File: src/rtl/input_port_buffer_pkg.sv
// Shared flit format, flit id codes and FSM encoding for the router input port.
package input_port_buffer_pkg;
  localparam int FLIT_W = 32;
  localparam int LEN_W  = 12;
  localparam int ID_W   = 3;
  localparam int ID_LSB = 29;
  localparam int ID_MSB = 31;

  localparam logic [ID_W-1:0] ID_HEAD = 3'b001;
  localparam logic [ID_W-1:0] ID_BODY = 3'b010;
  localparam logic [ID_W-1:0] ID_TAIL = 3'b100;

  typedef enum logic [1:0] {
    ST_IDLE = 2'd0,
    ST_REQ  = 2'd1,
    ST_XFER = 2'd2
  } state_t;

  function automatic logic [ID_W-1:0] id_of(input logic [FLIT_W-1:0] flit);
    return flit[ID_MSB:ID_LSB];
  endfunction
endpackage

File: src/rtl/input_port_buffer_flit_fifo.sv
// Synchronous flit FIFO with a combinational head so the port FSM can inspect it.
module flit_fifo
  import input_port_buffer_pkg::*;
#(
  parameter int DEPTH = 4
) (
  input  logic                       clk,
  input  logic                       rst,
  input  logic                       push,
  input  logic                       pop,
  input  logic [FLIT_W-1:0]          din,
  output logic                       full,
  output logic                       empty,
  output logic [FLIT_W-1:0]          head,
  output logic [$clog2(DEPTH):0]     count
);
  localparam int AW = $clog2(DEPTH);

  logic [FLIT_W-1:0] mem [DEPTH];
  logic [AW-1:0]     wr_ptr_reg;
  logic [AW-1:0]     rd_ptr_reg;
  logic [AW:0]       count_reg;

  // Storage carries no reset; count and pointers alone decide what is valid.
  always_ff @(posedge clk) begin
    if (push) begin
      mem[wr_ptr_reg] <= din;
    end
  end

  always_ff @(posedge clk) begin
    if (rst) begin
      wr_ptr_reg <= '0;
      rd_ptr_reg <= '0;
      count_reg  <= '0;
    end else begin
      if (push) wr_ptr_reg <= wr_ptr_reg + 1'b1;
      if (pop)  rd_ptr_reg <= rd_ptr_reg + 1'b1;
      case ({push, pop})
        2'b10:   count_reg <= count_reg + 1'b1;
        2'b01:   count_reg <= count_reg - 1'b1;
        default: count_reg <= count_reg;
      endcase
    end
  end

  assign full  = (count_reg == (AW+1)'(DEPTH));
  assign empty = (count_reg == '0);
  assign head  = mem[rd_ptr_reg];
  assign count = count_reg;
endmodule

File: src/rtl/input_port_buffer.sv
// Router input port: buffers flits, requests the arbiter per packet and
// forwards granted flits to the crossbar one cycle after they are popped.
module input_port_buffer
  import input_port_buffer_pkg::*;
#(
  parameter int DEPTH = 4
) (
  input  logic              clk,
  input  logic              rst,
  input  logic [FLIT_W-1:0] flit_in,
  input  logic              in_valid,
  output logic              in_ready,
  input  logic              grant,
  output logic              req,
  output logic [ID_W-1:0]   flit_id,
  output logic [LEN_W-1:0]  length,
  output logic [FLIT_W-1:0] flit_out,
  output logic              out_valid,
  output logic              drop
);
  localparam int CNT_W = $clog2(DEPTH) + 1;

  state_t            state_reg;
  logic              full;
  logic              empty;
  logic [FLIT_W-1:0] head;
  logic [CNT_W-1:0]  count;
  logic              push;
  logic              pop;
  logic              fwd;
  logic              discard;
  logic [ID_W-1:0]   head_id;
  logic              head_is_hdr;

  // Full FIFO refuses input even when a pop happens in the same cycle.
  assign in_ready = (count < CNT_W'(DEPTH));
  assign push     = in_valid & ~full;

  flit_fifo #(.DEPTH(DEPTH)) u_fifo (
    .clk   (clk),
    .rst   (rst),
    .push  (push),
    .pop   (pop),
    .din   (flit_in),
    .full  (full),
    .empty (empty),
    .head  (head),
    .count (count)
  );

  assign head_id     = empty ? '0 : id_of(head);
  assign head_is_hdr = (head_id == ID_HEAD);
  assign flit_id     = head_id;
  assign length      = empty ? '0 : head[LEN_W-1:0];

  // A header waiting in IDLE already requests, so the arbiter sees it one cycle earlier.
  assign req = (state_reg != ST_IDLE) || head_is_hdr;

  always_comb begin
    fwd     = 1'b0;
    discard = 1'b0;
    case (state_reg)
      ST_IDLE: begin
        if (!empty) begin
          if (!head_is_hdr) discard = 1'b1;
          else if (grant)   fwd     = 1'b1;
        end
      end
      ST_REQ, ST_XFER: fwd = grant & ~empty;
      default: ;
    endcase
    pop = fwd | discard;
  end

  // Stray flits are discarded, not forwarded; only fwd pops reach the crossbar.
  always_ff @(posedge clk) begin
    if (rst) begin
      state_reg <= ST_IDLE;
      out_valid <= 1'b0;
      flit_out  <= '0;
      drop      <= 1'b0;
    end else begin
      out_valid <= fwd;
      drop      <= discard;
      if (fwd) flit_out <= head;
      case (state_reg)
        ST_IDLE: begin
          if (head_is_hdr) state_reg <= grant ? ST_XFER : ST_REQ;
        end
        ST_REQ: begin
          if (fwd) state_reg <= ST_XFER;
        end
        ST_XFER: begin
          if (fwd && head_id == ID_TAIL) state_reg <= ST_IDLE;
        end
        default: state_reg <= ST_IDLE;
      endcase
    end
  end
endmodule

File: config.mk
export PLATFORM = sky130hd
export DESIGN_NAME = input_port_buffer
export DESIGN_NICKNAME = d
export VERILOG_FILES = /design/src/rtl/input_port_buffer_pkg.sv /design/src/rtl/input_port_buffer_flit_fifo.sv /design/src/rtl/input_port_buffer.sv
export SDC_FILE = /design/constraint.sdc
export NUM_CORES = 1
export LEC_CHECK = 0
export BUFFER_PORTS_ARGS = -buffer_cell sky130_fd_sc_hd__buf_2
export CAP_MARGIN = 20
export CORE_MARGIN = 2
export CORE_UTILIZATION = 50
export CTS_CLUSTER_SIZE = 40
export DETAILED_ROUTE_END_ITERATION = 16
export PLACE_DENSITY = 0.68
export SYNTH_ARGS = -nofsm -noshare
export SYNTH_HDL_FRONTEND = slang
export SYNTH_SLANG_ARGS = --single-unit
File: constraint.sdc
create_clock -name clk -period 3 [get_ports clk]
set_input_delay 0.45 -clock clk [delete_from_list [all_inputs] [get_ports clk]]
set_output_delay 0.45 -clock clk [all_outputs]
set_load 0.005 [all_outputs]
==> results of run 1 <==
## worst reg2reg max path, delay by kind of cell (launching register included)
family / cells / cell delay [ns]
simple gates: 3 / 0.83
mux: 1 / 0.59
flops: 1 / 0.41
fa+ha+maj: 2 / 0.39
compound gates: 2 / 0.38
buf+inv: 1 / 0.08
xor+xnor: 1 / 0.08
## worst min path at each step
stage                                  end  slack, ns  depth (start not counted)
2_1_floorplan     flit_out[0]$_SDFFE_PP0P_       0.45                          2
3_3_place_gp      flit_out[2]$_SDFFE_PP0P_       0.44                          2
3_5_place_dp     flit_out[27]$_SDFFE_PP0P_       0.45                          2
4_1_cts         u_fifo.mem[1][5]$_DFFE_PP_       0.22                          1
5_1_grt        u_fifo.mem[2][30]$_DFFE_PP_       0.23                          1
6_report        u_fifo.mem[0][5]$_DFFE_PP_       0.23                          1
## Yosys cell counts, types with 2 or more instances
library cell  instances  share of area
edfxtp_1            128           0.59
nor3_1                2         0.0015
ha_1                  9          0.017
or3_1                 4         0.0038
xor2_1                2         0.0027
buf_2                 9         0.0069
a21oi_1              38          0.029
nand2_1              62          0.035
o21ai_1               3         0.0023
dfxtp_1              45           0.14
inv_1                10         0.0057
nand3_1               2         0.0015
mux4_2               32           0.11
nor2_1                8         0.0046
and2_1               20          0.019
clkbuf_1              9         0.0051
o21a_1                2         0.0023
## layout make-up
| class | count | share of cell area |
|---|---|---|
| well taps | 172 | 0.0277 |
| flip-flops and latches | 173 | 0.610 |
| inverters | 10 | 0.00483 |
| repair buffers | 101 | 0.0714 |
| multi-input cells | 202 | 0.220 |
| clock inverters | 7 | 0.00579 |
| clock buffers | 25 | 0.0599 |
## stage by stage
step / utilization / instance area [um^2] / setup WS, ns / power, W
5_1_grt: 0.611 / 7780 / 0.0165 / 0.00706
2_1_floorplan: - / 6570 / 0.339 / 0.00423
3_5_place_dp: 0.571 / 7270 / 0.184 / 0.00486
4_1_cts: 0.611 / 7780 / 0.172 / 0.00678
3_3_place_gp: 0.571 / 7270 / 0.266 / 0.00481
6_report: 0.611 / 7780 / 0.174 / 0.00672
## logic make-up (layout without fill, tap and decap cells)
kind of cell               Yosys count  after routing  synth area share
adders and majority gates           10             10            0.0202
xor gates and xnor gates             3              3           0.00400
AOI/OAI and AO/OA                   53             53            0.0491
muxes                               33             33             0.111
buffers and inverters               30            143            0.0200
DFF                                173            173             0.722
and+or+nand+nor                    103            103            0.0733
## placed cells by master (no fill, tap or decap), types with 4 or more instances in the layout
| cell type | Yosys | final |
|---|---|---|
| clkbuf_1 | 9 | 7 |
| nand2_1 | 62 | 62 |
| a21oi_1 | 38 | 38 |
| and2_2 | 0 | 4 |
| inv_1 | 10 | 10 |
| nor2_1 | 8 | 8 |
| ha_1 | 9 | 9 |
| dfxtp_1 | 45 | 43 |
| clkbuf_16 | 0 | 17 |
| buf_2 | 9 | 86 |
| and2_1 | 20 | 16 |
| clkinv_2 | 0 | 4 |
| edfxtp_1 | 128 | 128 |
| mux4_2 | 32 | 32 |
| buf_4 | 0 | 14 |
| or3_1 | 4 | 4 |
## layer usage
layer,global-route usage,routed length (um),vias to the layer above
met5,0,13,-
met4,0.0677,193,2
met3,0.0589,618,18
met2,0.323,6580,94
met1,0.226,5290,1919
li1,-,-,1713
## power by group through the flow
stage	logic [W]	clock network, W	registers, W
after floorplan	0.00118	0	0.00305
after global placement	0.00176	0	0.00306
after detailed placement	0.00179	0	0.00307
after CTS	0.00180	0.00195	0.00303
after global routing	0.00196	0.00205	0.00305
final	0.00177	0.00193	0.00303
==> impl_results.md, run 1 <==
- FFs w/ async S/R, synth: 0
- Peak Freq: 354 MHz
- IO Count: 87
- Post_cts resized: 0
- Synthesized area: 6570 um^2
- Final Setup Violations: 0
- Initial Util: 0.516
- Max-cap violation count: 0
- Final Slew Violations: 0
- Antenna violation net count after detailed routing: 0
- Hold_ws: 0.231 ns
- Gr ovfl total: 0
- Initial antenna violation count: 1
- Gate power share: 0.263
- Layout Area Growth over Synthesis: 18.4%
- Data required, critical path: 3.35 ns
- Kind of start point of the critical path: flip-flop
- Fin Setup TNS: 0 ns
- Largest fanout on the critical path: 6
- Internal: 0.00477 W
- Nets: 551
- Register area: 4750 um^2
- LEAKAGE: 2.78 nW
- Die ar.: 14100 um^2
- Post-Syn Nets: 451
- Setup repair after global routing missed its margin: false
- CP cell instances: mux4_2 > or3b_4 > a21oi_2 > nor2_1 > ha_1 > inv_1 > fa_1 > xor2_1 > or3_1 > a21oi_1
- Layout cells sized above 1: 0.332
- CP Capture Type: flip-flop
- Critical path type: flip-flop to flip-flop
- Delay-heaviest family, CP: simple AND/OR/NAND/NOR gates
- Die height: 119 um
- Fillcell total: 966
- Pin count of the biggest net entering global routing: 46
- Most used flip-flop cell after synthesis: edfxtp_1
- Slew HR: 0.262
- Worst-skew pair later-pin latency: 0.43 ns
- Initial DRT Pass Iterations: 4
- DRC: 0
- Dpl cells: 658
- Fin crit share: 0.942
- Status: complete, no violations
- Number of hold buffers added after cts: 0
- #FFs+latches synth: 173
- Sequential share of power: 0.450
- CP Depth: 10
- Hold Crit Class: primary input to flip-flop
- Avg Vias per Cell: 5.43
- Max FFs per register: 128
- Register area share after synthesis: 0.722
- Reg2reg setup slack: 0.17 ns
- CTS buffer count: 17
- Post-CTS setup repair buffer count: 0
- Core Rows: 41
- Syn Area/Cell: 16.2 um^2
- DRT Wirelength: 12.7 mm
- Netlist cell types: 37
- CTS Buffer Depth: 2
- Worst Setup EP: u_fifo.count[2]$_SDFFE_PP0P_
- P_sw: 0.00196 W
- Hold Path Origin: flit_in[5]
- Via count: 3746
- Iter 0 DRT Violations: 263
- DP HPWL: 7.98 mm
- Peak VDD IR: 475 uV
- Worst-Margin Slew: 1.10 ns
- Sw Ratio: 0.291
- Port Buffers: 86
- Slowest CP cell: mux4_2
- Clock power share: 0.287
- Length in cells of the worst reg-to-reg path: 10
- Syn. warnings: 0
- CTS H-tree lvls: 4
- Arr. time, crit path: 3.18 ns
- First-pass GRT wire length: 19.8 mm
- EDFF count, synth: 128
- Worst-path clk slew: 0.06 ns
- Routed WL per cell: 18.4 um
- Die Wd: 119 um
- Core area: 12700 um^2
- Vias in the first global route: 3780
- Synthesized instance count: 405
- Power Dens Cells: 864 nW/um^2
- Inserted Diodes: 0
- Worst Path Buf+Inv: 1
- Area of the multi-input gates: 1710 um^2
- Final non-filler cell total: 690
- Crit-path max cell delay: 0.59 ns
- Tmin final: 2.83 ns
- Worst R2R End: u_fifo.count[2]$_SDFFE_PP0P_
- CTS tree: done
- Placer Congestion: 0.757
- Final Hold Viols: 0
- CTS Sinks: 173
- Clk_skew: 0.00677 ns
- Root buffer cell: clkbuf_16
- GRT Resource Usage Total: 0.189
Note: power is estimated with default switching activity, not from simulation.
==> run 2, diff against run 1 <==
--- a/config.mk
+++ b/config.mk
@@ -12,6 +12,7 @@
 export CTS_CLUSTER_SIZE = 40
 export DETAILED_ROUTE_END_ITERATION = 16
 export PLACE_DENSITY = 0.68
+export RECOVER_POWER = 100
 export SYNTH_ARGS = -nofsm -noshare
 export SYNTH_HDL_FRONTEND = slang
 export SYNTH_SLANG_ARGS = --single-unit
==> run 2 against run 1 <==
Effect of this change:
- the flow now finishes with violations (max-capacitance violations)
- clock power about the same
- largest cell class unchanged
- critical path type unchanged
- combinational power shrank 3%
- register-to-register slack hardly changed
- clock-buffer cell count is the same
- critical endpoint unchanged
==> impl_results.md, run 2 (synthesis results as in run 1) <==
- Port Buffers: 86 (unchanged)
- Die ar.: 14100 um^2 (unchanged)
- Worst-skew pair later-pin latency: 0.42 ns (about the same)
- DRT Wirelength: 12.7 mm (about the same)
- GRT Resource Usage Total: 0.189 (unchanged)
- Largest fanout on the critical path: 6 (unchanged)
- Pin count of the biggest net entering global routing: 46 (unchanged)
- Met1 wire length: 5.35 mm (+1.1%)
- Slew HR: 0.00558 (-0.256)
- Critical path type: flip-flop to flip-flop
- Final Slew Violations: 0 (unchanged)
- CTS buffer count: 17 (unchanged)
- DP Worst Slack: 0.184 ns (unchanged)
- Top Layer Used: met5
- Arr. time, crit path: 3.16 ns (-0.02 ns)
- CTS Buffer Depth: 2 (unchanged)
- Status: complete, but fails checks
- CP Capture Type: flip-flop
- Layout Area Growth over Synthesis: 16.6%
- Peak Freq: 354 MHz (+0.12%)
- CTS H-tree lvls: 4 (unchanged)
- Via count: 3696 (-1.3%)
- WL met2: 6.59 mm (+0.20%)
- Inserted Diodes: 0 (unchanged)
- Post-CTS setup repair buffer count: 0 (unchanged)
- Initial DRT Pass Iterations: 4 (unchanged)
- Dpl cells: 658 (unchanged)
- DRC: 0 (unchanged)
- Fin Setup TNS: 0 ns (unchanged)
- Nets: 551 (unchanged)
- Fillcell total: 1001 (+3.6%)
- Most frequent cells in the layout: 128 x edfxtp_1, 62 x nand2_1, 58 x clkbuf_1
- Initial Util: 0.516 (unchanged)
- Core area: 12700 um^2 (unchanged)
- Die Wd: 119 um (unchanged)
- Max FFs per register: 128 (unchanged)
- Routed WL per cell: 18.4 um (about the same)
- CTS Sinks: 173 (unchanged)
- Commonest non-fill, non-tap cell in the layout: edfxtp_1
- Tmin final: 2.82 ns (-0.00340 ns)
- Fin crit share: 0.941 (-0.00113)
- Worst-path clk slew: 0.06 ns (about the same)
- Final Hold Viols: 0 (unchanged)
- Final Setup Violations: 0 (unchanged)
- Layout cells sized above 1: 0.222 (-0.110)
- Data required, critical path: 3.34 ns (about the same)
- Vias in the first global route: 3780 (unchanged)
- Placer Congestion: 0.757 (unchanged)
- Worst-Margin Slew: 1.49 ns (+0.388 ns)
- Peak VDD IR: 481 uV (+1.3%)
- Core Rows: 41 (unchanged)
- Die height: 119 um (unchanged)
- Failing checks: max-capacitance violations
- Kind of start point of the critical path: flip-flop
- Number of hold buffers added after cts: 0 (unchanged)
- Avg Vias per Cell: 5.36 (-1.3%)
- Root buffer cell: clkbuf_16
- Setup WS post-layout: 0.177 ns (+0.00340 ns)
- Hold_ws: 0.255 ns (+0.0237 ns)
- Setup repair after global routing missed its margin: false
- IO Count: 87 (unchanged)
- CTS tree: done
- Final Total Pwr: 0.00666 W (-0.96%)
- First-pass GRT wire length: 19.8 mm (unchanged)
- DP HPWL: 7.98 mm (unchanged)
- Post_cts resized: 0 (unchanged)
- Final non-filler cell total: 690 (unchanged)
- Hold Crit Class: primary input to flip-flop
- Power Dens Cells: 869 nW/um^2 (+0.56%)
- Antenna violation net count after detailed routing: 0 (unchanged)
- Gr ovfl total: 0 (unchanged)
- Max-cap violation count: 1 (+1)
- LEAKAGE: 2.58 nW (-7.2%)
- Clk_skew: 0.00791 ns (+0.00114 ns)
- Iter 0 DRT Violations: 265 (+0.76%)
- Register area: 4750 um^2 (unchanged)
- Initial antenna violation count: 1 (unchanged)
- Met3 routed WL: 632 um (+2.3%)
- Area of the multi-input gates: 1690 um^2 (-1.1%)
-- run 2: changes by cell type in the layout (fill, tap and decap cells not counted), sizes merged --
cell	before	now
buf	101	40
clkbuf	25	86
-- run 2: layer usage --
layer,global-route usage,vias up
met2,0.323,88
met3,0.0589,11
met5,0,-
met1,0.226,1880
met4,0.0677,2
li1,-,1715
-- run 2: worst paths after layout --
kind | startpoint | to | slack, ns | cells after the start
worst min register to register | flit_out[27]$_SDFFE_PP0P_ | flit_out[27]$_SDFFE_PP0P_ | 0.45 | 2
worst max-delay path | flip-flop | u_fifo.count[2]$_SDFFE_PP0P_ | 0.18 | 10
worst max register to register | flip-flop | u_fifo.count[2]$_SDFFE_PP0P_ | 0.18 | 10
worst min-delay path | grant | state_reg[0]$_SDFFE_PP0P_ | 0.25 | 2
-- run 2: final cells by class --
type                    instances  share of cell area
clock buffers                  25              0.0608
clock inverters                 7             0.00588
inverters                      10             0.00490
multi-input cells             202               0.221
flip-flops and latches        173               0.620
well taps                     172              0.0281
repair buffers                101              0.0596
-- run 2: worst max-delay path, cell delays in order (launching register included) --
cell	delay, ns
dfxtp_2	0.41
mux4_2	0.58
or3b_4	0.46
a21oi_2	0.24
nor2_1	0.07
ha_1	0.20
inv_1	0.08
fa_1	0.19
xor2_1	0.08
or3_1	0.30
a21oi_1	0.14
-- run 2: through the flow --
stage / area [um^2] / utilization
detailed placement: 7270 / 0.571
global route: 7660 / 0.602
global placement: 7270 / 0.571
CTS: 7780 / 0.611
floorplan: 6570 / -
finish: 7660 / 0.602
-- run 2: power by group --
group	internal, W	leakage, nW	total (W)	switching, W
clock network	0.00108	0.249	0.00192	0.000839
logic	0.000735	0.787	0.00171	0.000974
registers	0.00291	1.54	0.00303	0.000125
